==> src/rtl/hazard_forward_unit_pkg.sv <==
// Shared types and widths for the decode-stage bypass/interlock unit.
package hazard_forward_unit_pkg;

  localparam int unsigned REGADDR_WIDTH = 5;
  localparam int unsigned DATA_WIDTH    = 32;

  typedef enum logic {
    SB_IDLE,
    SB_BUSY
  } sb_state_e;

  typedef enum logic [1:0] {
    FWD_REG,
    FWD_ALU,
    FWD_WB
  } fwd_sel_e;

endpackage

==> src/rtl/hazard_forward_unit_if.sv <==
// Bundle of pipeline-side signals seen by hazard_forward_unit.
// master: pipeline driving operands/stage info; slave: the hazard unit.
interface hazard_forward_unit_if #(
  parameter int unsigned NUM_RD = 2,
  parameter int unsigned AW     = hazard_forward_unit_pkg::REGADDR_WIDTH,
  parameter int unsigned DW     = hazard_forward_unit_pkg::DATA_WIDTH
);
  logic [NUM_RD*AW-1:0] opr_reg_addr;
  logic [NUM_RD-1:0]    opr_reg_used;
  logic [NUM_RD*DW-1:0] opr_reg_data;
  logic [AW-1:0]        id2ex_wb_addr;
  logic                 id2ex_is_load;
  logic [DW-1:0]        ex2mem_alu_result;
  logic [AW-1:0]        ex2mem_wb_reg_addr;
  logic                 ex2mem_wb_from_alu;
  logic                 ex2mem_is_load;
  logic                 regfile_write_en;
  logic [AW-1:0]        regfile_write_addr;
  logic [DW-1:0]        regfile_write_data;
  logic                 mdu_start;
  logic [AW-1:0]        mdu_dst_addr;
  logic [NUM_RD*DW-1:0] forward_data;
  logic                 stall;
  logic                 mdu_busy;
  logic [31:0]          stall_cycles;
  logic [31:0]          fwd_hits;

  modport master (
    output opr_reg_addr, opr_reg_used, opr_reg_data,
    output id2ex_wb_addr, id2ex_is_load,
    output ex2mem_alu_result, ex2mem_wb_reg_addr, ex2mem_wb_from_alu, ex2mem_is_load,
    output regfile_write_en, regfile_write_addr, regfile_write_data,
    output mdu_start, mdu_dst_addr,
    input  forward_data, stall, mdu_busy, stall_cycles, fwd_hits
  );

  modport slave (
    input  opr_reg_addr, opr_reg_used, opr_reg_data,
    input  id2ex_wb_addr, id2ex_is_load,
    input  ex2mem_alu_result, ex2mem_wb_reg_addr, ex2mem_wb_from_alu, ex2mem_is_load,
    input  regfile_write_en, regfile_write_addr, regfile_write_data,
    input  mdu_start, mdu_dst_addr,
    output forward_data, stall, mdu_busy, stall_cycles, fwd_hits
  );
endinterface

==> src/rtl/hazard_forward_unit_fwd_mux_port.sv <==
// Per-read-port operand priority mux (ex2mem ALU > write-back > regfile)
// and load-use / pending-MDU hazard compare.
module fwd_mux_port import hazard_forward_unit_pkg::*; #(
  parameter int unsigned AW = REGADDR_WIDTH,
  parameter int unsigned DW = DATA_WIDTH
) (
  input  logic [AW-1:0] i_addr,
  input  logic          i_used,
  input  logic [DW-1:0] i_reg_data,
  input  logic [AW-1:0] i_ex2mem_addr,
  input  logic          i_ex2mem_from_alu,
  input  logic          i_ex2mem_is_load,
  input  logic [DW-1:0] i_ex2mem_result,
  input  logic          i_wb_en,
  input  logic [AW-1:0] i_wb_addr,
  input  logic [DW-1:0] i_wb_data,
  input  logic [AW-1:0] i_id2ex_addr,
  input  logic          i_id2ex_is_load,
  input  logic          i_mdu_busy,
  input  logic [AW-1:0] i_pend_addr,
  output logic [DW-1:0] o_data,
  output fwd_sel_e      o_sel,
  output logic          o_hz
);
  logic w_nz;
  logic w_load_hz;
  logic w_mdu_hz;

  always_comb begin
    w_nz = (i_addr != '0);
    if (!w_nz)
      o_sel = FWD_REG;
    else if (i_ex2mem_from_alu && (i_addr == i_ex2mem_addr))
      o_sel = FWD_ALU;
    else if (i_wb_en && (i_addr == i_wb_addr))
      o_sel = FWD_WB;
    else
      o_sel = FWD_REG;

    case (o_sel)
      FWD_ALU: o_data = i_ex2mem_result;
      FWD_WB:  o_data = i_wb_data;
      default: o_data = i_reg_data;
    endcase

    w_load_hz = (i_id2ex_is_load && (i_addr == i_id2ex_addr)) ||
                (i_ex2mem_is_load && (i_addr == i_ex2mem_addr) && !i_ex2mem_from_alu);
    w_mdu_hz  = i_mdu_busy && (i_addr == i_pend_addr);
    o_hz      = i_used && w_nz && (w_load_hz || w_mdu_hz);
  end
endmodule

==> src/rtl/hazard_forward_unit.sv <==
// Decode-stage operand bypass + load-use/MDU interlock with a single-entry
// MDU scoreboard. Optional perf counters enabled by macro HAZARD_PERF_EN.
module hazard_forward_unit #(
  parameter int unsigned NUM_RD        = 2,
  parameter int unsigned REGADDR_WIDTH = hazard_forward_unit_pkg::REGADDR_WIDTH,
  parameter int unsigned DATA_WIDTH    = hazard_forward_unit_pkg::DATA_WIDTH,
  parameter int unsigned MDU_LATENCY   = 4
) (
  input  logic                 clk,
  input  logic                 rst,
  hazard_forward_unit_if.slave bus
);
  import hazard_forward_unit_pkg::*;

  localparam int unsigned CW = $clog2(MDU_LATENCY) + 1;

  sb_state_e                r_state;
  logic [REGADDR_WIDTH-1:0] r_pend_addr;
  logic [CW-1:0]            r_cnt;

  logic [NUM_RD-1:0] w_hz;
  fwd_sel_e          w_sel [NUM_RD];
  logic              w_mdu_busy;
  logic              w_struct_hz;
  logic              w_stall;
  logic              w_fwd_any;

  assign w_mdu_busy  = (r_state == SB_BUSY);
  assign w_struct_hz = bus.mdu_start && w_mdu_busy;
  assign w_stall     = !rst && ((|w_hz) || w_struct_hz);

  assign bus.stall    = w_stall;
  assign bus.mdu_busy = w_mdu_busy;

  for (genvar g = 0; g < NUM_RD; g++) begin : g_port
    fwd_mux_port #(
      .AW (REGADDR_WIDTH),
      .DW (DATA_WIDTH)
    ) u_port (
      .i_addr            (bus.opr_reg_addr[g*REGADDR_WIDTH +: REGADDR_WIDTH]),
      .i_used            (bus.opr_reg_used[g]),
      .i_reg_data        (bus.opr_reg_data[g*DATA_WIDTH +: DATA_WIDTH]),
      .i_ex2mem_addr     (bus.ex2mem_wb_reg_addr),
      .i_ex2mem_from_alu (bus.ex2mem_wb_from_alu),
      .i_ex2mem_is_load  (bus.ex2mem_is_load),
      .i_ex2mem_result   (bus.ex2mem_alu_result),
      .i_wb_en           (bus.regfile_write_en),
      .i_wb_addr         (bus.regfile_write_addr),
      .i_wb_data         (bus.regfile_write_data),
      .i_id2ex_addr      (bus.id2ex_wb_addr),
      .i_id2ex_is_load   (bus.id2ex_is_load),
      .i_mdu_busy        (w_mdu_busy),
      .i_pend_addr       (r_pend_addr),
      .o_data            (bus.forward_data[g*DATA_WIDTH +: DATA_WIDTH]),
      .o_sel             (w_sel[g]),
      .o_hz              (w_hz[g])
    );
  end

  always_comb begin
    w_fwd_any = 1'b0;
    for (int unsigned i = 0; i < NUM_RD; i++)
      if (bus.opr_reg_used[i] && (w_sel[i] != FWD_REG))
        w_fwd_any = 1'b1;
  end

  // Writes to $0 are discarded by the regfile, so an MDU op targeting $0 is never tracked.
  always_ff @(posedge clk or posedge rst) begin
    if (rst) begin
      r_state     <= SB_IDLE;
      r_pend_addr <= '0;
      r_cnt       <= '0;
    end else begin
      case (r_state)
        SB_IDLE: begin
          if (bus.mdu_start && !w_stall && (bus.mdu_dst_addr != '0)) begin
            r_state     <= SB_BUSY;
            r_pend_addr <= bus.mdu_dst_addr;
            r_cnt       <= CW'(MDU_LATENCY - 1);
          end
        end
        SB_BUSY: begin
          r_cnt <= r_cnt - 1'b1;
          if (r_cnt == CW'(1))
            r_state <= SB_IDLE;
        end
        default: r_state <= SB_IDLE;
      endcase
    end
  end

`ifdef HAZARD_PERF_EN
  logic [31:0] r_stall_cycles;
  logic [31:0] r_fwd_hits;

  always_ff @(posedge clk or posedge rst) begin
    if (rst) begin
      r_stall_cycles <= '0;
      r_fwd_hits     <= '0;
    end else begin
      if (w_stall && (r_stall_cycles != '1))
        r_stall_cycles <= r_stall_cycles + 1'b1;
      if (w_fwd_any && (r_fwd_hits != '1))
        r_fwd_hits <= r_fwd_hits + 1'b1;
    end
  end

  assign bus.stall_cycles = r_stall_cycles;
  assign bus.fwd_hits     = r_fwd_hits;
`else
  logic w_unused_fwd_any;
  assign w_unused_fwd_any = w_fwd_any;
  assign bus.stall_cycles = '0;
  assign bus.fwd_hits     = '0;
`endif

endmodule

==> src/flat_wrapper.sv <==
// flat-port wrapper written by rule: the top's interface ports become plain ports
module hazard_forward_unit_flat import hazard_forward_unit_pkg::*;
#(
  parameter int unsigned NUM_RD        = 2,
  parameter int unsigned REGADDR_WIDTH = hazard_forward_unit_pkg::REGADDR_WIDTH,
  parameter int unsigned DATA_WIDTH    = hazard_forward_unit_pkg::DATA_WIDTH,
  parameter int unsigned MDU_LATENCY   = 4
)
  (clk, rst, bus_opr_reg_addr, bus_opr_reg_used, bus_opr_reg_data, bus_id2ex_wb_addr, bus_id2ex_is_load, bus_ex2mem_alu_result, bus_ex2mem_wb_reg_addr, bus_ex2mem_wb_from_alu, bus_ex2mem_is_load, bus_regfile_write_en, bus_regfile_write_addr, bus_regfile_write_data, bus_mdu_start, bus_mdu_dst_addr, bus_forward_data, bus_stall, bus_mdu_busy, bus_stall_cycles, bus_fwd_hits);
  hazard_forward_unit_if #(.NUM_RD(NUM_RD), .AW(5), .DW(32)) bus_i ();
  input  logic clk;
  input  logic rst;
  input wire logic [$bits(bus_i.opr_reg_addr)-1:0] bus_opr_reg_addr;
  input wire logic [$bits(bus_i.opr_reg_used)-1:0] bus_opr_reg_used;
  input wire logic [$bits(bus_i.opr_reg_data)-1:0] bus_opr_reg_data;
  input wire logic [$bits(bus_i.id2ex_wb_addr)-1:0] bus_id2ex_wb_addr;
  input wire logic [$bits(bus_i.id2ex_is_load)-1:0] bus_id2ex_is_load;
  input wire logic [$bits(bus_i.ex2mem_alu_result)-1:0] bus_ex2mem_alu_result;
  input wire logic [$bits(bus_i.ex2mem_wb_reg_addr)-1:0] bus_ex2mem_wb_reg_addr;
  input wire logic [$bits(bus_i.ex2mem_wb_from_alu)-1:0] bus_ex2mem_wb_from_alu;
  input wire logic [$bits(bus_i.ex2mem_is_load)-1:0] bus_ex2mem_is_load;
  input wire logic [$bits(bus_i.regfile_write_en)-1:0] bus_regfile_write_en;
  input wire logic [$bits(bus_i.regfile_write_addr)-1:0] bus_regfile_write_addr;
  input wire logic [$bits(bus_i.regfile_write_data)-1:0] bus_regfile_write_data;
  input wire logic [$bits(bus_i.mdu_start)-1:0] bus_mdu_start;
  input wire logic [$bits(bus_i.mdu_dst_addr)-1:0] bus_mdu_dst_addr;
  output wire logic [$bits(bus_i.forward_data)-1:0] bus_forward_data;
  output wire logic [$bits(bus_i.stall)-1:0] bus_stall;
  output wire logic [$bits(bus_i.mdu_busy)-1:0] bus_mdu_busy;
  output wire logic [$bits(bus_i.stall_cycles)-1:0] bus_stall_cycles;
  output wire logic [$bits(bus_i.fwd_hits)-1:0] bus_fwd_hits;
  assign bus_i.opr_reg_addr = bus_opr_reg_addr;
  assign bus_i.opr_reg_used = bus_opr_reg_used;
  assign bus_i.opr_reg_data = bus_opr_reg_data;
  assign bus_i.id2ex_wb_addr = bus_id2ex_wb_addr;
  assign bus_i.id2ex_is_load = bus_id2ex_is_load;
  assign bus_i.ex2mem_alu_result = bus_ex2mem_alu_result;
  assign bus_i.ex2mem_wb_reg_addr = bus_ex2mem_wb_reg_addr;
  assign bus_i.ex2mem_wb_from_alu = bus_ex2mem_wb_from_alu;
  assign bus_i.ex2mem_is_load = bus_ex2mem_is_load;
  assign bus_i.regfile_write_en = bus_regfile_write_en;
  assign bus_i.regfile_write_addr = bus_regfile_write_addr;
  assign bus_i.regfile_write_data = bus_regfile_write_data;
  assign bus_i.mdu_start = bus_mdu_start;
  assign bus_i.mdu_dst_addr = bus_mdu_dst_addr;
  assign bus_forward_data = bus_i.forward_data;
  assign bus_stall = bus_i.stall;
  assign bus_mdu_busy = bus_i.mdu_busy;
  assign bus_stall_cycles = bus_i.stall_cycles;
  assign bus_fwd_hits = bus_i.fwd_hits;
  hazard_forward_unit #(.NUM_RD(NUM_RD), .REGADDR_WIDTH(REGADDR_WIDTH), .DATA_WIDTH(DATA_WIDTH), .MDU_LATENCY(MDU_LATENCY)) u_core (.clk(clk), .rst(rst), .bus(bus_i));
endmodule
==> config.mk <==
export PLATFORM = sky130hd
export DESIGN_NAME = hazard_forward_unit_flat
export DESIGN_NICKNAME = d
export VERILOG_FILES = /design/src/rtl/hazard_forward_unit_pkg.sv /design/src/rtl/hazard_forward_unit_if.sv /design/src/rtl/hazard_forward_unit_fwd_mux_port.sv /design/src/rtl/hazard_forward_unit.sv /design/src/flat_wrapper.sv
export SDC_FILE = /design/constraint.sdc
export NUM_CORES = 1
export LEC_CHECK = 0
export CORE_AREA = 2 2 115 117
export CTS_BUF_LIST = sky130_fd_sc_hd__clkbuf_4
export DETAILED_ROUTE_END_ITERATION = 8
export DIE_AREA = 0 0 117 119
export GPL_ROUTABILITY_DRIVEN = 0
export PLACE_DENSITY = 0.75
export SETUP_SLACK_MARGIN = 0.3
export SYNTH_ARGS = -nofsm -noshare
export SYNTH_HDL_FRONTEND = slang
export SYNTH_SLANG_ARGS = --single-unit
==> constraint.sdc <==
create_clock -name clk -period 9.6 [get_ports clk]
set_input_delay 2.4 -clock clk [delete_from_list [all_inputs] [get_ports clk]]
set_output_delay 2.4 -clock clk [all_outputs]
set_load 0.05 [all_outputs]
==> flow_summary.json <==
{
  "outcome": "finished, final reports clean",
  "setup_slack_on_the_worst_flop_to_flop_path_ns": 7.91,
  "clk_pin_slew_ns": 0.06,
  "report.final.setup_viol": 0,
  "finalMaxSlewViolations": 0,
  "die_h_microns": 119,
  "final_routed_wirelength_microns": 12100,
  "worst_r2r_path_depth": 6,
  "detail_route.first_pass.iterations": 5,
  "post-place-ws_ns": 0.939,
  "core_footprint_sq_um": 12900,
  "final_design_utilization": 0.391,
  "post-dp-hpwl_microns": 9830,
  "rr_endpoint": "u_core.r_pend_addr[3]",
  "layout_worst_path_cycle_share": 0.895,
  "hold_path.class": "register to register",
  "synthesis.yosys.warnings": 0,
  "syn_area_sq_um": 2800,
  "floorplan.io_pins": 297,
  "globalRoute.totalOverflow": 0,
  "grt.met2_usage": 0.290,
  "clock-root-buffer": "clkbuf_4",
  "ctsHoldBuffers": 0,
  "power_per_cell_area_nw_per_um2": 98.6,
  "placement_rows": 42,
  "netlist_instances": 414,
  "die_x_microns": 117,
  "cp.arrival_ns": 6.19,
  "synth_enable_flop_cells": 0,
  "syn-mean-instance-area_sq_um": 6.77,
  "detailroute.via_count": 3547,
  "remaining_drc_errors": 0,
  "number_of_global_route_vias_before_repair": 3311,
  "critPathRequiredTime_ns": 7.20,
  "finalClockSkew_ns": 0.00303,
  "layout-drive-gt1-share": 0.0484,
  "postLayoutSetupSlackWorst_ns": 1.01,
  "cts_sinks": 9,
  "setup_total_negative_slack_ns": 0,
  "crit_path_max_fanout": 32,
  "grt.total_usage": 0.158,
  "initial_core_util": 0.218,
  "post_cts_buffers": 0,
  "number_of_nets_in_the_layout": 794,
  "worstReg2RegStart": "u_core.r_pend_addr[4]",
  "area_growth_syn_to_layout_pct": 79.6,
  "cp-end-kind": "output port",
  "route.detailed.vias_per_inst": 4.46,
  "hold_viol": 0,
  "clock.fmax_mhz": 116,
  "grt_util_met1": 0.200,
  "cts_buffers": 3,
  "postSynth.topFlopCell": "dfrtp_1",
  "setup.worst_path.end": "bus_forward_data[20]",
  "synth.ff_latch_count": 9,
  "insertedDiodeCount": 0,
  "fillers": 1344,
  "power.ir.vdd_worst_mv": 0.113,
  "post-route-min-period_ns": 8.59,
  "setup_repair_after_global_routing_missed_its_margin": "no",
  "route.detailed.wl_per_inst_microns": 15.2,
  "antenna_found_initial": 0,
  "final_antenna_net_count": 0,
  "clockBufferDepth": 2,
  "die_area_sq_um": 13900,
  "worst-slew-pin-transition_ns": 0.797,
  "worst_skew_pair.late_latency_ns": 0.27,
  "synth.yosys.seq_area_share": 0.0804,
  "post_cts_resize_count": 0,
  "clock_tree.htree_level_count": 1,
  "tritoncts": "done",
  "placement.io_buffers": 232,
  "criticalPathCategory": "input port to output port",
  "gr-usage-met3": 0.0193,
  "top_usage_layer": "met2",
  "power.leakage_nw": 1.98,
  "grt_max_degree": 36,
  "timing.max_slew.rel_slack": 0.468,
  "synth_async_sr_flop_share": 1.00,
  "worst_setup_path_start_kind": "input port",
  "crit_start": "bus_opr_reg_addr[2]",
  "initialDrtViolationCount": 185,
  "max_cap_violations": 0,
  "first_pass_grt_wire_length_microns": 17500,
  "yosys.cell_types.count": 38
}
[stage by stage]
step / total power, W / instances / area, sq um / hold slack (ns)
finish: 0.000496 / 796 / 5030 / 0.558
global route: 0.000524 / 796 / 5030 / 0.616
CTS: 0.000497 / 796 / 5030 / 0.557
detailed placement: 0.000463 / 792 / 5000 / 0.543
global placement: 0.000460 / 792 / 5000 / 0.530
floorplan: 0.000342 / 477 / 3040 / 0.501
[sequential cells by signal (all words and copies together) (netlist names)]
register and count:
u_core.bus.mdu_busy 1, u_core.r_pend_addr 5, u_core.r_cnt 3
[worst max-delay path, cell delays in order]
cell and delay, ns:
clkdlybuf4s50_1 0.61, xnor2_1 0.15, nand3_1 0.09, nor3_1 0.40
nand2_1 0.13, or2_2 0.30, inv_1 0.06, ha_2 0.67
a22oi_1 0.17, o21ai_0 0.31, clkdlybuf4s50_1 0.87
[power by group]
group	internal [W]	total [W]	leakage (nW)	switching, W
Combinational	0.000163	0.000377	1.86	0.000214
Sequential	0.0000567	0.0000860	0.105	0.0000293
Clock	0.0000189	0.0000331	0.0184	0.0000142
[cell families (layout without fill, tap and decap cells)]
| logic type | count (synthesis) | count (layout) | share of synthesized area |
|---|---|---|---|
| AOI/OAI and AO/OA | 137 | 137 | 0.310 |
| other | 1 | 64 | 0.00134 |
| and+or+nand+nor | 106 | 106 | 0.186 |
| xor gates and xnor gates | 41 | 41 | 0.128 |
| muxes | 5 | 5 | 0.0268 |
| DFF | 9 | 9 | 0.0804 |
| buffers and inverters | 109 | 252 | 0.240 |
| adders and majority gates | 6 | 6 | 0.0268 |
[metal layers]
metal,vias to the layer above,part of all wire,wire [microns]
met1,1623,0.42,5030
met4,0,0.0058,70
met5,-,0,0
met3,9,0.074,892
li1,1735,-,-
met2,180,0.50,6080
[synthesized netlist by cell type, types with 2 or more instances]
master | instances | area share
ha_1 | 6 | 0.027
or4_4 | 2 | 0.0080
nor3_1 | 2 | 0.0036
buf_2 | 7 | 0.013
mux2_4 | 5 | 0.027
buf_4 | 64 | 0.17
inv_1 | 8 | 0.011
or2_2 | 2 | 0.0045
xnor2_1 | 36 | 0.11
o21ai_0 | 66 | 0.12
xor2_1 | 5 | 0.016
a22oi_1 | 65 | 0.17
o22ai_1 | 2 | 0.0045
nor2_1 | 5 | 0.0067
nand3_1 | 2 | 0.0036
dfrtp_1 | 9 | 0.080
clkbuf_1 | 28 | 0.038
buf_6 | 2 | 0.0080
nand4_1 | 8 | 0.018
nand2_1 | 72 | 0.096
[worst min path at each step]
stage | from | endpoint | slack (ns) | cells after the start
4_1_cts | u_core.r_cnt[2] | u_core.bus.mdu_busy | 0.56 | 2
3_3_place_gp | u_core.r_cnt[2] | u_core.bus.mdu_busy | 0.53 | 2
5_1_grt | u_core.r_cnt[2] | u_core.bus.mdu_busy | 0.62 | 2
3_5_place_dp | u_core.r_cnt[2] | u_core.bus.mdu_busy | 0.54 | 2
2_1_floorplan | u_core.r_cnt[2] | u_core.bus.mdu_busy | 0.50 | 2
6_report | u_core.r_cnt[2] | u_core.bus.mdu_busy | 0.56 | 2
[final cells by class]
cell class                 count  area (sq um)  share of cell area
sequential                     9           225              0.0448
clock buffer                   4          30.0             0.00597
multi-input combinational    359          2140               0.426
inverter                       8          30.0             0.00597
timing repair buffer         240          2380               0.473
tap                          176           220              0.0438
[placed cells by master, fill, tap and decap left out, drive strengths merged]
cell type / instances
nand4: 9
nand3b: 1
clkdlybuf4s50: 232
o21ai: 67
xnor2: 36
inv: 8
a21oi: 1
or2: 2
nor3: 2
clkbuf: 4
and2: 1
buf: 8
dfrtp: 9
nor2: 7
or4: 3
nor4: 1
nor3b: 2
nand3: 2
a22o: 1
nor2b: 1
o22ai: 2
o2111ai: 1
a22oi: 65
xor2: 5
conb: 64
nand2: 73
mux2: 5
nand4b: 1
ha: 6
nand2b: 1
(Power assumes the default switching activity.)
